**config.mk**
```make
export PLATFORM = sky130hd
export DESIGN_NAME = seq_det_param
export DESIGN_NICKNAME = d
export VERILOG_FILES = /design/src/rtl/seq_det_pkg.sv /design/src/rtl/seq_det_sat_cnt.sv /design/src/rtl/seq_det_param.sv
export SDC_FILE = /design/constraint.sdc
export NUM_CORES = 1
export LEC_CHECK = 0
export ABC_AREA = 1
export CAP_MARGIN = 20
export CORE_MARGIN = 4
export CORE_UTILIZATION = 34
export DETAILED_ROUTE_END_ITERATION = 10
export HOLD_SLACK_MARGIN = 0.05
export PLACE_DENSITY = 0.61
export SYNTH_ARGS = -nofsm -noshare
export SYNTH_HDL_FRONTEND = slang
export SYNTH_HIERARCHICAL = 1
export SYNTH_SLANG_ARGS = --single-unit
```
**constraint.sdc**
```tcl
create_clock -name clk -period 2.82 [get_ports clk]
set_input_delay 0.564 -clock clk [delete_from_list [all_inputs] [get_ports clk]]
set_output_delay 0.564 -clock clk [all_outputs]
set_load 0.03 [all_outputs]
```
**src/rtl/seq_det_pkg.sv**
```systemverilog
// Shared types and reset constants for the parametrised serial pattern detector.
package seq_det_pkg;

    typedef enum logic {S_FILL, S_HUNT} seq_det_state_t;

    localparam int         SEQ_DET_PAT_W       = 4;
    localparam logic [3:0] SEQ_DET_DEFAULT_PAT = 4'b1011;
    localparam logic [3:0] SEQ_DET_DEFAULT_MSK = 4'b1111;

endpackage

```
**src/rtl/seq_det_sat_cnt.sv**
```systemverilog
// Saturating up-counter: increments on inc, holds at all-ones instead of wrapping.
module seq_det_sat_cnt #(
    parameter int COUNT_W = 8
) (
    input  logic               clk,
    input  logic               rst,
    input  logic               inc,
    output logic [COUNT_W-1:0] count
);

    logic [COUNT_W-1:0] r_count;

    always_ff @(posedge clk) begin
        if (rst) begin
            r_count <= '0;
        end else if (inc && (r_count != {COUNT_W{1'b1}})) begin
            r_count <= r_count + 1'b1;
        end
    end

    assign count = r_count;

endmodule

```
**src/rtl/seq_det_param.sv**
```systemverilog
// Serial pattern detector with runtime-loadable pattern/mask and overlap control.
// Optional match counter built only when SEQ_DET_COUNT_EN is defined.
module seq_det_param
    import seq_det_pkg::*;
#(
    parameter int                   PATTERN_W   = SEQ_DET_PAT_W,
    parameter logic [PATTERN_W-1:0] DEFAULT_PAT = PATTERN_W'(SEQ_DET_DEFAULT_PAT),
    parameter int                   COUNT_W     = 8
) (
    input  logic                 clk,
    input  logic                 rst,
    input  logic                 in_bit,
    input  logic                 in_valid,
    input  logic                 mode_ovl,
    input  logic                 pat_load,
    input  logic [PATTERN_W-1:0] pat_in,
    input  logic [PATTERN_W-1:0] pat_mask,
    output logic                 detected,
    output logic [COUNT_W-1:0]   match_count
);

    localparam int               FILL_W    = $clog2(PATTERN_W + 1);
    localparam logic [FILL_W-1:0] FILL_FULL = FILL_W'(PATTERN_W);

    seq_det_state_t       r_state;
    logic [PATTERN_W-1:0] r_win;
    logic [PATTERN_W-1:0] r_pat;
    logic [PATTERN_W-1:0] r_mask;
    logic [FILL_W-1:0]    r_fill;
    logic                 r_det;

    logic [PATTERN_W-1:0] w_win_n;
    logic [FILL_W-1:0]    w_fill_n;
    logic                 w_match;

    assign w_win_n  = {r_win[PATTERN_W-2:0], in_bit};
    // In S_HUNT the window is already full, so fill simply stays saturated.
    assign w_fill_n = (r_state == S_HUNT) ? FILL_FULL : r_fill + 1'b1;
    assign w_match  = in_valid && !pat_load && (w_fill_n == FILL_FULL)
                      && (((w_win_n ^ r_pat) & r_mask) == '0);

    always_ff @(posedge clk) begin
        if (rst) begin
            r_state <= S_FILL;
            r_win   <= '0;
            r_pat   <= DEFAULT_PAT;
            r_mask  <= '1;
            r_fill  <= '0;
            r_det   <= 1'b0;
        end else begin
            r_det <= 1'b0;
            if (pat_load) begin
                r_pat   <= pat_in;
                r_mask  <= pat_mask;
                r_fill  <= '0;
                r_state <= S_FILL;
            end else if (in_valid) begin
                r_win <= w_win_n;
                r_det <= w_match;
                if (w_match && !mode_ovl) begin
                    r_fill  <= '0;
                    r_state <= S_FILL;
                end else begin
                    r_fill  <= w_fill_n;
                    r_state <= (w_fill_n == FILL_FULL) ? S_HUNT : S_FILL;
                end
            end
        end
    end

    assign detected = r_det;

`ifdef SEQ_DET_COUNT_EN
    // Counter advances on the same edge that raises detected, so both move together.
    seq_det_sat_cnt #(
        .COUNT_W (COUNT_W)
    ) u_cnt (
        .clk   (clk),
        .rst   (rst),
        .inc   (w_match),
        .count (match_count)
    );
`else
    assign match_count = '0;
`endif

endmodule

```
==> reports/summary.txt <==
Hold slack: 470 ps
Worst hold endpoint: r_mask[0]
Num CTS Buffers: 3
Hold path cells: 2
Worst Skew: 6.03 ps
CP Max Fanout: 1
Post-layout minimum cycle time: 1820 ps
Worst-margin pin slew: 534 ps
Worst EP required: 2260 ps
Slew HR: 0.643
Total Routed Length: 1.41 mm
Ranking of synthesized cells by area: dfxtp_1 42%, nand2_1 12%, buf_4 7.8%, a21oi_1 5.9%, nand3_1 5.9%
Hold path start: r_mask[0]
Post-CTS Setup Inserts: 0
Worst R2R Start: r_fill[0]
Remaining DRCs: 0
Ys Warns: 6
Ports: 23
Max Root-Sink Buffers: 2
Die Ht: 55.5 um
Layout cells sized above 1: 0.0960
Ant diodes: 0
Detailed-route via count: 667
Netlist Area Pre-Place: 768 um^2
Net load switching power: 0.000127 W
Clk root buf: clkbuf_4
Hold Path Class: register to register
Post-synthesis area per instance: 7.05 um^2
Total of max-cap violations: 0
DIE AREA: 3080 um^2
Worst Setup Path Type: register to output pin
Placer Congestion: 0.738
Crit. End Element: output pin
Maximum VDD drop: 327 uV
Highest-delay cell along the critical path: clkdlybuf4s50_1
CTS H-Tree Depth: 1
Layout area overhead: 22.3%
Antenna viol nets, final: 0
Initial cell density of the core: 0.373
Power share of the clock group: 0.316
Clock Sink Count: 16
FP Rows: 16
Worst path arrival time: 1260 ps
Period utilization: 0.645
Worst flop-to-flop path endpoint: r_fill[2]
Largest area contributor in the netlist: dfxtp_1
Fin. Hold Viols: 0
CTS tree: built
PostCTS Resize Cnt: 0
Gr usage total: 0.0995
PD cells: 507 nW/um^2
Setup crit start kind: register
Slew Viols, Final: 0
Initial antenna violation count: 0
Synth Register Bits: 16
Iteration-0 DRC Markers: 6
Clk slew on worst S/H paths: 90 ps
Peak Freq: 550 MHz
Area share of the largest cell type after synthesis: 0.417
Die X: 55.5 um
Synthesized instance count: 109
Final setup violation count: 0
Crit-path max cell delay: 660 ps
Hold-fix buffers, CTS: 0
R2R setup slack: 1540 ps
WP depth: 1
Logic gate share of total power: 0.168
Largest net degree at the start of global routing: 14
Core Region: 2060 um^2
Worst path cell trace: clkdlybuf4s50_1
Sequential-to-total area share from yosys stat: 0.417
First-pass GRT wire length: 2.48 mm
Cell Int Power: 0.000350 W
CP delay by family, top: buffers and inverters
Worst Reg-to-Reg Cells: 7
Sequential Power Share: 0.517
Setup TNS: 0 ps
Count of different cell masters after synthesis: 19
Worst-Skew Late Latency: 290 ps
Post-DP HPWL: 1.12 mm
Vias in the first global route: 563
Pre-antenna DRT Iters: 3
Unrepaired setup endpoints after global routing: false
Status: completed
Port bufs: 14
Leakage: 0.422 nW
Buffer and inverter count on the worst path: 1
GRT overflow: 0
Worst Setup SP: detected
WL/cell: 9.27 um
Layout Nets: 141
Sw Ratio: 0.266
Via density: 4.39
Fin util: 0.456
-- how the worst max path moves through the flow --
stage / end / slack [ps]
floorplan: r_fill[2] / 1630
global placement: r_fill[2] / 800
detailed placement: r_fill[2] / 770
CTS: detected / 980
global route: detected / 930
finish: detected / 1000
-- synthesized netlist by cell type, drive strengths merged --
cell type / n
o21ai: 11
nor2: 10
nand3: 10
conb: 1
nor3: 1
buf: 9
a21oi: 9
clkinv: 1
nand2: 26
inv: 14
dfxtp: 16
ha: 1
-- flip-flops by register name, summed over array words and instances, names as in the netlist --
name and cells:
r_state 1, r_pat 4, r_fill 3, r_mask 4, r_win 3, detected 1
-- kinds of logic (layout without fill, tap and decap cells) --
| family | after synthesis | count (layout) | synth area share |
|---|---|---|---|
| AO/OA/AOI/OAI | 20 | 20 | 0.130 |
| other | 1 | 8 | 0.00488 |
| adder cells (fa/ha/maj) | 1 | 1 | 0.0163 |
| buffers and inverters | 24 | 33 | 0.158 |
| AND/OR/NAND/NOR | 47 | 47 | 0.274 |
| flip-flops | 16 | 16 | 0.417 |
-- worst register-to-register path: stages (launching register included) --
cell and delay, ps:
dfxtp_1 330, ha_1 300, o21ai_1 140, nand2_1 100
nor2_2 110, nand3_2 80, nand2_1 60, a21oi_1 50
-- power by group through the flow --
stage / registers [W] / logic, W / clock network, W
2_1_floorplan: 0.000250 / 0.0000609 / 0
3_3_place_gp: 0.000251 / 0.0000793 / 0
3_5_place_dp: 0.000252 / 0.0000800 / 0
4_1_cts: 0.000246 / 0.0000803 / 0.000158
5_1_grt: 0.000249 / 0.0000899 / 0.000174
6_report: 0.000246 / 0.0000798 / 0.000150
-- through the flow --
step / instances / area (um^2) / power, W / setup WS [ps]
6_report: 152 / 940 / 0.000477 / 1000
5_1_grt: 152 / 940 / 0.000513 / 933
4_1_cts: 152 / 940 / 0.000485 / 980
3_5_place_dp: 148 / 903 / 0.000332 / 767
3_3_place_gp: 148 / 903 / 0.000331 / 803
2_1_floorplan: 116 / 795 / 0.000311 / 1630
-- cell usage in the layout (no fill, tap or decap) --
cell type        netlist  final
nand3_2                1      1
inv_2                  3      3
nor2_4                 1      1
nor2_2                 2      2
o21ai_0                7      7
nand2_1               25     25
dfxtp_1               16     16
conb_1                 1      8
nor3_1                 1      1
clkdlybuf4s50_1        0     14
nor2_1                 7      7
clkbuf_4               0      3
nand3_1                9      9
a21oi_1                9      9
inv_1                 11     11
ha_1                   1      1
clkinv_1               1      1
o21ai_1                4      4
clkbuf_8               0      1
nand2_2                1      1
-- layer usage --
layer / vias to the layer above / global-route usage / wire (um)
met4: 0 / 0.0313 / 9
li1: 360 / - / -
met2: 18 / 0.164 / 680
met1: 287 / 0.113 / 612
met3: 2 / 0.0466 / 106
met5: - / 0 / 0
-- layout make-up --
| type | count | area, um^2 |
|---|---|---|
| multi-input cells | 76 | 353 |
| repair buffers | 14 | 140 |
| flip-flops and latches | 16 | 320 |
| inverters | 15 | 56.3 |
| well taps | 27 | 33.8 |
| fillers | 218 | 1120 |
| clock buffers | 4 | 36.3 |
No activity file was read; power rests on OpenSTA's default activity.
